[src/rtl/alu_share_arbiter_if.sv]
// Request/response handshake bundle for the two ALU requesters of alu_share_arbiter.
// The requester side uses the master modport and the arbiter uses the slave modport.
interface alu_share_arbiter_if #(
  parameter int unsigned DATA_W  = 32,
  parameter int unsigned CTL_W   = 3,
  parameter int unsigned SHAMT_W = 5
);
  logic               req_valid0, req_valid1;
  logic               req_ready0, req_ready1;
  logic [CTL_W-1:0]   req_ctl0, req_ctl1;
  logic [DATA_W-1:0]  req_a0, req_a1;
  logic [DATA_W-1:0]  req_b0, req_b1;
  logic [SHAMT_W-1:0] req_shamt0, req_shamt1;
  logic               rsp_valid0, rsp_valid1;
  logic               rsp_ready0, rsp_ready1;
  logic [DATA_W-1:0]  rsp_data0, rsp_data1;

  modport master (
    output req_valid0, req_valid1, req_ctl0, req_ctl1, req_a0, req_a1,
           req_b0, req_b1, req_shamt0, req_shamt1, rsp_ready0, rsp_ready1,
    input  req_ready0, req_ready1, rsp_valid0, rsp_valid1, rsp_data0, rsp_data1
  );

  modport slave (
    input  req_valid0, req_valid1, req_ctl0, req_ctl1, req_a0, req_a1,
           req_b0, req_b1, req_shamt0, req_shamt1, rsp_ready0, rsp_ready1,
    output req_ready0, req_ready1, rsp_valid0, rsp_valid1, rsp_data0, rsp_data1
  );
endinterface

[src/rtl/alu_share_arbiter.sv]
// Round-robin sharing of one combinational ALU between two requesters, with a
// registered per-port response. Optional grant/conflict counters: ALU_ARB_STATS_EN.
module alu_share_arbiter #(
  parameter int unsigned      DATA_W   = 32,
  parameter int unsigned      CTL_W    = 3,
  parameter int unsigned      SHAMT_W  = 5,
  parameter logic [CTL_W-1:0] IDLE_CTL = 3'b010
) (
  input  logic               clk,
  input  logic               rst,
  alu_share_arbiter_if.slave bus,
  output logic [CTL_W-1:0]   alu_ctl,
  output logic [DATA_W-1:0]  alu_a,
  output logic [DATA_W-1:0]  alu_b,
  output logic [SHAMT_W-1:0] alu_shamt,
  input  logic [DATA_W-1:0]  alu_result,
  output logic               grant_port
`ifdef ALU_ARB_STATS_EN
  ,
  output logic [15:0]        stat_grant0,
  output logic [15:0]        stat_grant1,
  output logic [15:0]        stat_conflict
`endif
);

  localparam int unsigned STAT_W = 16;

  logic              rsp_valid0_q, rsp_valid0_d, rsp_valid1_q, rsp_valid1_d;
  logic [DATA_W-1:0] rsp_data0_q, rsp_data0_d, rsp_data1_q, rsp_data1_d;
  logic              last_grant_q, last_grant_d;
  logic              grant_port_q, grant_port_d;
  logic              elig0, elig1, grant0, grant1, conflict;

  // A port may only be granted if its response slot is free or being drained.
  always_comb begin
    elig0    = ~rst & bus.req_valid0 & (~rsp_valid0_q | bus.rsp_ready0);
    elig1    = ~rst & bus.req_valid1 & (~rsp_valid1_q | bus.rsp_ready1);
    conflict = elig0 & elig1;
    grant0   = elig0 & (~elig1 | last_grant_q);
    grant1   = elig1 & (~elig0 | ~last_grant_q);
  end

  always_comb begin
    alu_ctl   = IDLE_CTL;
    alu_a     = '0;
    alu_b     = '0;
    alu_shamt = '0;
    if (grant0) begin
      alu_ctl   = bus.req_ctl0;
      alu_a     = bus.req_a0;
      alu_b     = bus.req_b0;
      alu_shamt = bus.req_shamt0;
    end else if (grant1) begin
      alu_ctl   = bus.req_ctl1;
      alu_a     = bus.req_a1;
      alu_b     = bus.req_b1;
      alu_shamt = bus.req_shamt1;
    end
  end

  // A consume and a new grant in the same cycle keep the slot valid with new data.
  always_comb begin
    rsp_valid0_d = rsp_valid0_q & ~bus.rsp_ready0;
    rsp_valid1_d = rsp_valid1_q & ~bus.rsp_ready1;
    rsp_data0_d  = rsp_data0_q;
    rsp_data1_d  = rsp_data1_q;
    last_grant_d = last_grant_q;
    grant_port_d = grant_port_q;
    if (grant0) begin
      rsp_valid0_d = 1'b1;
      rsp_data0_d  = alu_result;
      last_grant_d = 1'b0;
      grant_port_d = 1'b0;
    end
    if (grant1) begin
      rsp_valid1_d = 1'b1;
      rsp_data1_d  = alu_result;
      last_grant_d = 1'b1;
      grant_port_d = 1'b1;
    end
  end

  always_ff @(posedge clk or posedge rst) begin
    if (rst) begin
      rsp_valid0_q <= 1'b0;
      rsp_valid1_q <= 1'b0;
      rsp_data0_q  <= '0;
      rsp_data1_q  <= '0;
      last_grant_q <= 1'b1;
      grant_port_q <= 1'b1;
    end else begin
      rsp_valid0_q <= rsp_valid0_d;
      rsp_valid1_q <= rsp_valid1_d;
      rsp_data0_q  <= rsp_data0_d;
      rsp_data1_q  <= rsp_data1_d;
      last_grant_q <= last_grant_d;
      grant_port_q <= grant_port_d;
    end
  end

  assign bus.req_ready0 = grant0;
  assign bus.req_ready1 = grant1;
  assign bus.rsp_valid0 = rsp_valid0_q;
  assign bus.rsp_valid1 = rsp_valid1_q;
  assign bus.rsp_data0  = rsp_data0_q;
  assign bus.rsp_data1  = rsp_data1_q;
  assign grant_port     = grant_port_q;

`ifdef ALU_ARB_STATS_EN
  logic [STAT_W-1:0] stat_grant0_q, stat_grant0_d;
  logic [STAT_W-1:0] stat_grant1_q, stat_grant1_d;
  logic [STAT_W-1:0] stat_conflict_q, stat_conflict_d;

  // Saturating event counters.
  always_comb begin
    stat_grant0_d   = stat_grant0_q;
    stat_grant1_d   = stat_grant1_q;
    stat_conflict_d = stat_conflict_q;
    if (grant0 && (stat_grant0_q != '1))     stat_grant0_d   = stat_grant0_q + STAT_W'(1);
    if (grant1 && (stat_grant1_q != '1))     stat_grant1_d   = stat_grant1_q + STAT_W'(1);
    if (conflict && (stat_conflict_q != '1)) stat_conflict_d = stat_conflict_q + STAT_W'(1);
  end

  always_ff @(posedge clk or posedge rst) begin
    if (rst) begin
      stat_grant0_q   <= '0;
      stat_grant1_q   <= '0;
      stat_conflict_q <= '0;
    end else begin
      stat_grant0_q   <= stat_grant0_d;
      stat_grant1_q   <= stat_grant1_d;
      stat_conflict_q <= stat_conflict_d;
    end
  end

  assign stat_grant0   = stat_grant0_q;
  assign stat_grant1   = stat_grant1_q;
  assign stat_conflict = stat_conflict_q;
`else
  logic unused_stats;
  assign unused_stats = conflict & (STAT_W != 0);
`endif

endmodule

[src/flat_wrapper.sv]
// flat-port wrapper written by rule: the top's interface ports become plain ports
module alu_share_arbiter_flat 
#(
  parameter int unsigned      DATA_W   = 32,
  parameter int unsigned      CTL_W    = 3,
  parameter int unsigned      SHAMT_W  = 5,
  parameter logic [CTL_W-1:0] IDLE_CTL = 3'b010
)
  (clk, rst, alu_ctl, alu_a, alu_b, alu_shamt, alu_result, grant_port, bus_req_valid0, bus_req_valid1, bus_req_ctl0, bus_req_ctl1, bus_req_a0, bus_req_a1, bus_req_b0, bus_req_b1, bus_req_shamt0, bus_req_shamt1, bus_rsp_ready0, bus_rsp_ready1, bus_req_ready0, bus_req_ready1, bus_rsp_valid0, bus_rsp_valid1, bus_rsp_data0, bus_rsp_data1);
  alu_share_arbiter_if #(.DATA_W(DATA_W), .CTL_W(CTL_W), .SHAMT_W(SHAMT_W)) bus_i ();
  input  logic clk;
  input  logic rst;
  output logic [CTL_W-1:0] alu_ctl;
  output logic [DATA_W-1:0] alu_a;
  output logic [DATA_W-1:0] alu_b;
  output logic [SHAMT_W-1:0] alu_shamt;
  input  logic [DATA_W-1:0] alu_result;
  output logic grant_port;
  input wire logic [$bits(bus_i.req_valid0)-1:0] bus_req_valid0;
  input wire logic [$bits(bus_i.req_valid1)-1:0] bus_req_valid1;
  input wire logic [$bits(bus_i.req_ctl0)-1:0] bus_req_ctl0;
  input wire logic [$bits(bus_i.req_ctl1)-1:0] bus_req_ctl1;
  input wire logic [$bits(bus_i.req_a0)-1:0] bus_req_a0;
  input wire logic [$bits(bus_i.req_a1)-1:0] bus_req_a1;
  input wire logic [$bits(bus_i.req_b0)-1:0] bus_req_b0;
  input wire logic [$bits(bus_i.req_b1)-1:0] bus_req_b1;
  input wire logic [$bits(bus_i.req_shamt0)-1:0] bus_req_shamt0;
  input wire logic [$bits(bus_i.req_shamt1)-1:0] bus_req_shamt1;
  input wire logic [$bits(bus_i.rsp_ready0)-1:0] bus_rsp_ready0;
  input wire logic [$bits(bus_i.rsp_ready1)-1:0] bus_rsp_ready1;
  output wire logic [$bits(bus_i.req_ready0)-1:0] bus_req_ready0;
  output wire logic [$bits(bus_i.req_ready1)-1:0] bus_req_ready1;
  output wire logic [$bits(bus_i.rsp_valid0)-1:0] bus_rsp_valid0;
  output wire logic [$bits(bus_i.rsp_valid1)-1:0] bus_rsp_valid1;
  output wire logic [$bits(bus_i.rsp_data0)-1:0] bus_rsp_data0;
  output wire logic [$bits(bus_i.rsp_data1)-1:0] bus_rsp_data1;
  assign bus_i.req_valid0 = bus_req_valid0;
  assign bus_i.req_valid1 = bus_req_valid1;
  assign bus_i.req_ctl0 = bus_req_ctl0;
  assign bus_i.req_ctl1 = bus_req_ctl1;
  assign bus_i.req_a0 = bus_req_a0;
  assign bus_i.req_a1 = bus_req_a1;
  assign bus_i.req_b0 = bus_req_b0;
  assign bus_i.req_b1 = bus_req_b1;
  assign bus_i.req_shamt0 = bus_req_shamt0;
  assign bus_i.req_shamt1 = bus_req_shamt1;
  assign bus_i.rsp_ready0 = bus_rsp_ready0;
  assign bus_i.rsp_ready1 = bus_rsp_ready1;
  assign bus_req_ready0 = bus_i.req_ready0;
  assign bus_req_ready1 = bus_i.req_ready1;
  assign bus_rsp_valid0 = bus_i.rsp_valid0;
  assign bus_rsp_valid1 = bus_i.rsp_valid1;
  assign bus_rsp_data0 = bus_i.rsp_data0;
  assign bus_rsp_data1 = bus_i.rsp_data1;
  alu_share_arbiter #(.DATA_W(DATA_W), .CTL_W(CTL_W), .SHAMT_W(SHAMT_W), .IDLE_CTL(IDLE_CTL)) u_core (.clk(clk), .rst(rst), .bus(bus_i), .alu_ctl(alu_ctl), .alu_a(alu_a), .alu_b(alu_b), .alu_shamt(alu_shamt), .alu_result(alu_result), .grant_port(grant_port));
endmodule
[config.mk]
export PLATFORM = sky130hd
export DESIGN_NAME = alu_share_arbiter_flat
export DESIGN_NICKNAME = d
export VERILOG_FILES = /design/src/rtl/alu_share_arbiter_if.sv /design/src/rtl/alu_share_arbiter.sv /design/src/flat_wrapper.sv
export SDC_FILE = /design/constraint.sdc
export NUM_CORES = 1
export LEC_CHECK = 0
export ABC_AREA = 1
export CORE_AREA = 2 2 125 127
export CTS_CLUSTER_DIAMETER = 150
export CTS_CLUSTER_SIZE = 30
export DETAILED_ROUTE_END_ITERATION = 12
export DIE_AREA = 0 0 127 129
export DONT_BUFFER_PORTS = 1
export PLACE_DENSITY_LB_ADDON = 0.1
export SYNTH_ARGS = -nofsm -noshare
export SYNTH_HDL_FRONTEND = slang
export SYNTH_SLANG_ARGS = --single-unit
[constraint.sdc]
create_clock -name clk -period 2.25 [get_ports clk]
set_input_delay 0.225 -clock clk [delete_from_list [all_inputs] [get_ports clk]]
set_output_delay 0.225 -clock clk [all_outputs]
set_load 0.005 [all_outputs]
==> Word-level counts from Yosys, hierarchy flattened <==
Index checks and enable logic that the tools add are counted.
{ "op_classes": {"n_reduce_logical": 1, "eq_ne": 0, "magnitude_cmp": 0, "shifts": 0, "bitwise": 20, "add_sub_neg": 0, "multipliers": 0, "div_mod_pow": 0, "muxes": 12} }
{ "op_table": {"columns": ["operator", "n"], "rows": [
  ["$mux 32", 4],
  ["$mux 5", 2],
  ["$and 1x1->1", 8],
  ["$not 1->1", 8],
  ["$mux 3", 2],
  ["$mux 1", 4],
  ["$or 1x1->1", 4],
  ["$reduce_bool 2->1", 1]
]} }
{ "totals": {"mem_count": 0, "reg_bits": 67, "elab_cells": 38, "out_inout_bits": 141, "latch_bits": 0, "input_bits": 182, "mem_bits_ro": 0, "ram_bits": 0} }

==> Longest topological paths before layout <==
Gate-level depths: netlist of the first run.
{ "logic_depth": {"depth_word": 8, "ltp_mapped": 7} }

==> Worst setup path before layout of the first run <==
No wires, ideal clock.
{ "synth_path": {"path_type": "input to output", "from": "input port rst", "to": "output port alu_a[29]", "t_arrival_ns": 1.909, "required_ns": 2.025, "path_stages": 6, "setup_slack_ns": 0.116, "n_path_buf": 1, "cell_sequence": "inv_2 > nand2_1 > nor2_4 > buf_1 > nand3_1 > nand2_1"} }
{ "synth_via": {"elab_chain_cells": 8, "word_cells_on_any_way": 13} }
{ "synth_rtl": {"columns": ["item", "line", "rtl"], "rows": [
  ["start, declared", "flat_wrapper.sv:12", "input logic rst;"],
  ["$not 1->1 *", "alu_share_arbiter.sv:36, alu_share_arbiter.sv:37", null],
  ["$and 1x1->1 (2 in a row)", "alu_share_arbiter.sv:36", "elig0 = ~rst & bus.req_valid0 & (~rsp_valid0_q | bus.rsp_ready0);"],
  ["$not 1->1", "alu_share_arbiter.sv:40", "grant1 = elig1 & (~elig0 | ~last_grant_q);"],
  ["$or 1x1->1", "alu_share_arbiter.sv:40", null],
  ["$and 1x1->1", "alu_share_arbiter.sv:40", null],
  ["$mux 32", "alu_share_arbiter.sv:53", "end else if (grant1) begin"],
  ["$mux 32 *", "alu_share_arbiter.sv:48", "if (grant0) begin"],
  ["end, declared", "flat_wrapper.sv:14", "output logic [DATA_W-1:0] alu_a;"]
]} }
Every way passes the cells marked *; elsewhere a longest branch is shown, timed or not.

==> Worst setup path after layout of the first run <==
{ "layout_path": {"from": "register u_core.rsp_valid0_q, in the netlist u_core.bus.rsp_valid0", "to": "output port alu_a[28]"} }
{ "layout_via": {"elab_chain_cells": 8, "word_cells_on_any_way": 9} }
{ "layout_rtl": {"columns": ["item", "line", "rtl"], "rows": [
  ["start, declared", "alu_share_arbiter.sv:28", "logic rsp_valid0_q, rsp_valid0_d, rsp_valid1_q, rsp_valid1_d;"],
  ["start signal, assigned", "alu_share_arbiter.sv:92", "rsp_valid0_q <= rsp_valid0_d;"],
  ["$not 1->1 *", "alu_share_arbiter.sv:36", null],
  ["$or 1x1->1 *", "alu_share_arbiter.sv:36", null],
  ["$and 1x1->1 *", "alu_share_arbiter.sv:36", null],
  ["$not 1->1", "alu_share_arbiter.sv:40", null],
  ["$or 1x1->1", "alu_share_arbiter.sv:40", null],
  ["$and 1x1->1", "alu_share_arbiter.sv:40", null],
  ["$mux 32", "alu_share_arbiter.sv:53", null],
  ["$mux 32 *", "alu_share_arbiter.sv:48", null]
]} }
Marked as above.

==> run_results.csv, run 1 <==
group,metric,value,unit
status,status,"finished clean",
power_and_ir_drop,clockPowerShare,0.382,
sta,slew_violations,0,
floorplan,rows,45,
setup_path,end_kind,"output port",
clock_tree,numCtsBuffers,9,
yosys,synth.ff_latch_count,67,
route,drc,0,
placed_design,placed_cells,707,
cells_and_area,fin_area,0.00433,mm2
sta,setup_viol,0,
sta,timing.slew.headroom,0.615,
sta,rsz0062_at_grt,"false",
hold_path,hp-class,"in2reg",
power_and_ir_drop,seq_power_share,0.450,
route,vias,3836,
power_and_ir_drop,p_sw_frac,0.314,
setup_path,cpLargestDelayFamily,"simple AND/OR/NAND/NOR gates",
power_and_ir_drop,p_total,3690,uW
yosys,syn_avg_cell_area,6.96,um2
setup_path,required,2.03,ns
setup_path,path_cells,"nand2_1, nand3_4, buf_12, nand3_1, nand2_1",
global_route,grt_pass1_vias,3473,
global_route,grt_pass1_wl,21.1,mm
yosys,seq_area_frac_synth,0.435,
placed_design,placed_area,0.00402,mm2
cells_and_area,nNetsFinal,713,
power_and_ir_drop,p_comb_frac,0.169,
clock_tree,root_buffer,"clkbuf_16",
power_and_ir_drop,leakage,0.00230,uW
sta,hold_ws,0.0378,ns
yosys,yosysWarnings,0,
setup_path,critPathMostFrequentCell,"nand2_1",
cells_and_area,final_cells,724,
sta,skew,0.00504,ns
placed_design,dp_hpwl,11.0,mm
floorplan,die_height,129,um
sta,hold_viol,0,
yosys,async_reset_ff_frac,1.00,
setup_path,slowest_stage,"dfrtp_1",
yosys,yosys.area.top_type,"dfrtp_1",
clock_tree,clock_latency,0.33,ns
cells_and_area,areaGrowthSynthToFinish,12.4,%
route,drt-initial-drc-count,350,
yosys,syn_nets,736,
floorplan,dieWidth,127,um
setup_path,reg2reg_from,"u_core.last_grant_q$_DFFE_PP1P_",
clock_tree,ctsHtreeMaxLevel,3,
clock_tree,ctsResizeCount,0,
cells_and_area,diodes,0,
clock_tree,cts.sinks,67,
sta,finalCriticalPeriod,2.06,ns
placed_design,gp_congestion,0.819,
power_and_ir_drop,irDropWorstVdd,0.368,mV
route,wirelength,14.9,mm
yosys,synth_common_cells,"209 x nand2_1, 209 x nand3_1, 66 x dfrtp_1",
clock_tree,cts_tree,"yes",
power_and_ir_drop,p_int,2530,uW
global_route,overflow,0,
floorplan,die_area,0.0164,mm2
setup_path,arrival,1.83,ns
setup_path,crit_path_start,"u_core.bus.rsp_valid0$_DFF_PP0_",
global_route,antenna_found_initial,0,
route,viasPerCell,5.30,
yosys,synth_cell_types,14,
yosys,synth_top_area_share,0.428,
sta,tns,0,ns
sta,fin_crit_sh,0.914,
hold_path,hp-start,"alu_result[26]",
floorplan,core-area,0.0150,mm2
route,ant_nets,0,
yosys,synth.area.top_cells,"dfrtp_1 43%, nand3_1 27%, nand2_1 20%, buf_2 3.9%, buf_4 1.8%",
floorplan,initial_core_util,0.258,
cells_and_area,drive_gt1_frac,0.0709,
power_and_ir_drop,pwr_density_cell,851,mW/mm2
setup_path,crit_type,"reg2out",
yosys,synthCells,554,
clock_tree,path_clk_slew,0.06,ns
route,wl_per_cell,20.6,um
global_route,gr-usage-all-layers,0.167,
sta,max_freq,0.486,GHz
power_and_ir_drop,p_switching,1160,uW
placed_design,portBuffers,0,
setup_path,worst-path-max-fanout,102,
yosys,syn_area,0.00386,mm2
global_route,grt_max_degree,103,
job,drv_cap,0,
setup_path,path_buf_inv,1,
setup_path,startpoint_type,"flop",
yosys,synth_ff_type,"dfrtp_1",
route,dr.pass1.iters,5,
sta,worstMarginPinSlew,0.577,ns
clock_tree,clockBufferDepth,2,
floorplan,io_pins,323,
setup_path,slowest_delay,0.43,ns
yosys,synth_edf_count,0,
[per-stage QoR]
stage | worst slack [ns] | utilization
floorplan | 0.116 | -
global placement | 0.524 | 0.269
detailed placement | 0.493 | 0.269
CTS | 0.122 | 0.289
global route | 0.0598 | 0.289
finish | 0.193 | 0.289
[routing by layer]
metal	track usage	vias up	routed length (um)
li1	-	1780	-
met1	0.215	1803	5970
met2	0.259	231	7160
met3	0.0620	22	1420
met4	0.0595	0	382
met5	0	-	0
[cells in the final DEF (no fill, tap or decap), types with 2 or more instances in the layout]
cell type / n
nor2_4: 2
buf_12: 4
nor2_1: 4
nand2_1: 209
inv_1: 10
dfrtp_1: 66
clkinv_2: 2
clkinvlp_4: 2
nand3_4: 2
buf_4: 11
clkbuf_16: 9
nand3_1: 207
[power groups by stage]
stage	combinational [uW]	sequential (uW)	clock (uW)
after floorplan	499	1590	0
after global placement	620	1690	0
after detailed placement	633	1690	0
after CTS	635	1670	1460
after global routing	715	1690	1520
final	622	1660	1410
[repair_timing]
| item | CTS | global route |
|---|---|---|
| setup buffers | 0 | 0 |
| hold buffers | 1 | 0 |
| hold endpoints to repair | 66 | 0 |
[area by class of cell]
cell class / instances / area, um2
fill: 1658 / 10600
multi-input combinational: 426 / 1900
sequential: 67 / 1680
clock buffer: 10 / 239
tap: 188 / 235
timing repair buffer: 16 / 173
clock inverter: 6 / 63.8
inverter: 11 / 41.3
[final timing paths]
check / end / cells past startpoint / slack, ns
worst max-delay path: alu_a[28] / 5 / 0.19
worst min-delay path: u_core.bus.rsp_data0[26]$_DFFE_PP0P_ / 2 / 0.04
worst max register to register: u_core.bus.rsp_data0[23]$_DFFE_PP0P_ / 6 / 0.54
worst min register to register: u_core.bus.rsp_data0[20]$_DFFE_PP0P_ / 2 / 0.50
max in group asynchronous: u_core.bus.rsp_data1[15]$_DFFE_PP0N_ / 3 / 1.29
min in group asynchronous: u_core.bus.rsp_valid0$_DFF_PP0_ / 3 / 0.46
[registers in the layout, summed over array words and instances, names as in the netlist]
register,cells
u_core.bus.rsp_data0,32
u_core.last_grant_q,1
u_core.bus.rsp_data1,32
u_core.bus.rsp_valid1,1
u_core.bus.rsp_valid0,1
[kinds of logic (layout without fill, tap and decap cells)]
family                 count (synthesis)  after routing  share of synthesized area
AOI/OAI and AO/OA                      1              1                    0.00130
buffers and inverters                 61             43                     0.0778
DFF                                   67             67                      0.435
and+or+nand+nor                      425            425                      0.486
(Power assumes the default switching activity.)
==> run 2, diff against run 1 <==
Clock period 2.25 ns to 2.3 ns, I/O delays scaled along.
==> run 2 against run 1 <==
Net effect:
- utilization is 0.20 points higher
- global-route usage barely moved
- combinational power fell by 1%
- critical path type is now in2out
==> run_results.csv, run 2 (synthesis gave the netlist of run 1 again) <==
group,metric,value,unit
status,status,"finished clean",
cells_and_area,fill_cells,1647,
route,drt-initial-drc-count,313,
job,drv_cap,0,
floorplan,rows,45,
route,drc,0,
power_and_ir_drop,pwr_density_cell,830,mW/mm2
global_route,grt_pass1_wl,21.1,mm
floorplan,die_area,0.0164,mm2
floorplan,core-area,0.0150,mm2
cells_and_area,fin_area,0.00436,mm2
setup_path,slowest_delay,0.56,ns
global_route,grt_max_degree,103,
placed_design,placed_area,0.00405,mm2
setup_path,crit_type,"in2out",
setup_path,path_cells,"dlygate4sd3_1, inv_2, nand2_1, nor2_4, buf_12, nand3_1, nand2_1",
clock_tree,cts_tree,"yes",
clock_tree,cts.sinks,67,
setup_path,startpoint_type,"primary input",
route,wl_per_cell,20.5,um
sta,worstMarginPinSlew,0.581,ns
hold_path,hp-class,"in2reg",
global_route,overflow,0,
sta,hold_viol,0,
cells_and_area,mostFrequentLayoutCells,"209 x nand2_1, 207 x nand3_1, 66 x dfrtp_1",
cells_and_area,nNetsFinal,717,
sta,slew_violations,0,
setup_path,slowest_stage,"dlygate4sd3_1",
floorplan,die_height,129,um
setup_path,worst-path-max-fanout,33,
global_route,grt_pass1_vias,3512,
clock_tree,clock_latency,0.33,ns
route,dr.pass1.iters,5,
clock_tree,path_clk_slew,0.06,ns
cells_and_area,layout_commonest_cell,"nand2_1",
setup_path,required,2.07,ns
clock_tree,numCtsBuffers,9,
setup_path,end_kind,"output port",
placed_design,dp_hpwl,11.1,mm
floorplan,dieWidth,127,um
power_and_ir_drop,irDropWorstVdd,0.325,mV
clock_tree,ctsHtreeMaxLevel,3,
route,ant_nets,0,
sta,tns,0,ns
sta,hold_ws,0.0408,ns
cells_and_area,multiInputGateArea,0.00190,mm2
cells_and_area,areaGrowthSynthToFinish,13.1,%
global_route,gr-usage-all-layers,0.168,
clock_tree,clockBufferDepth,2,
setup_path,critPathMostFrequentCell,"nand2_1",
sta,finalCriticalPeriod,2.23,ns
placed_design,portBuffers,0,
route,vias,3843,
route,viasPerCell,5.28,
clock_tree,ctsResizeCount,0,
setup_path,path_buf_inv,3,
clock_tree,root_buffer,"clkbuf_16",
sta,rsz0062_at_grt,"false",
placed_design,gp_congestion,0.808,
setup_path,arrival,2.00,ns
power_and_ir_drop,leakage,0.00232,uW
clock_tree,postCtsSetupBuffers,0,
global_route,antenna_found_initial,0,
cells_and_area,diodes,0,
sta,skew,0.00641,ns
floorplan,initial_core_util,0.258,
cells_and_area,seqCellArea,0.00168,mm2
sta,timing.slew.headroom,0.611,
setup_path,cpLargestDelayFamily,"buffers and inverters",
cells_and_area,drive_gt1_frac,0.0778,
sta,fin_crit_sh,0.967,
sta,setup_viol,0,
sta,max_freq,0.449,GHz
route,wirelength,14.9,mm
floorplan,io_pins,323,
-- run 2: changes by cell type in the layout (fill, tap and decap cells not counted) --
cell	before	now
buf_4	11	15
-- run 2: path summary, 6_finish.rpt --
path | from | slack, ns | to | depth (start not counted)
min in group asynchronous | rst | 0.47 | u_core.bus.rsp_data1[29]$_DFFE_PP0N_ | 3
max in group asynchronous | rst | 1.33 | u_core.bus.rsp_data0[23]$_DFFE_PP0P_ | 3
worst min-delay path | alu_result[26] | 0.04 | u_core.bus.rsp_data1[26]$_DFFE_PP0N_ | 2
worst max register to register | u_core.bus.rsp_valid1$_DFF_PP0_ | 0.58 | u_core.bus.rsp_data1[25]$_DFFE_PP0N_ | 6
worst min register to register | u_core.bus.rsp_data1[24]$_DFFE_PP0N_ | 0.50 | u_core.bus.rsp_data1[24]$_DFFE_PP0N_ | 2
worst max-delay path | rst | 0.07 | alu_a[28] | 7
-- run 2: per-layer routing --
| layer | vias to the layer above | wire length, um | track usage |
|---|---|---|---|
| li1 | 1785 | - | - |
| met1 | 1804 | 5780 | 0.205 |
| met2 | 228 | 7090 | 0.260 |
| met5 | - | 0 | 0 |
| met3 | 26 | 1620 | 0.0736 |
| met4 | 0 | 401 | 0.0666 |
-- run 2: metrics by stage --
step,cells,utilization,setup WS [ns],total power (uW)
3_3_place_gp,711,0.271,0.526,2260
3_5_place_dp,711,0.271,0.500,2280
5_1_grt,728,0.291,0.00498,3840
4_1_cts,728,0.291,0.0195,3690
6_report,728,0.291,0.0748,3620
2_1_floorplan,554,-,0.156,2050
-- run 2: cell type report --
class / count / area share
clock buffer: 10 / 0.0548
multi-input combinational: 426 / 0.436
sequential: 67 / 0.384
clock inverter: 6 / 0.0146
inverter: 11 / 0.00946
tap: 188 / 0.0539
timing repair buffer: 20 / 0.0464
-- run 2: worst register-to-register path, cell delays in order, from the launching register on --
cell and delay (ns):
dfrtp_1 0.42, inv_1 0.07, nor2_1 0.06, nor2_4 0.48, buf_4 0.41, nand3_1 0.13, nand2_1 0.09
-- run 2: report_power, final --
| group | switching [uW] | internal (uW) | total (uW) |
|---|---|---|---|
| Combinational | 411 | 205 | 616 |
| Clock | 516 | 868 | 1380 |
| Sequential | 217 | 1410 | 1620 |
-- run 2: repair_timing --
action,in CTS,in global routing
endpoints found under the setup margin,0,8
hold endpoints to repair,66,0
hold buffers,1,0
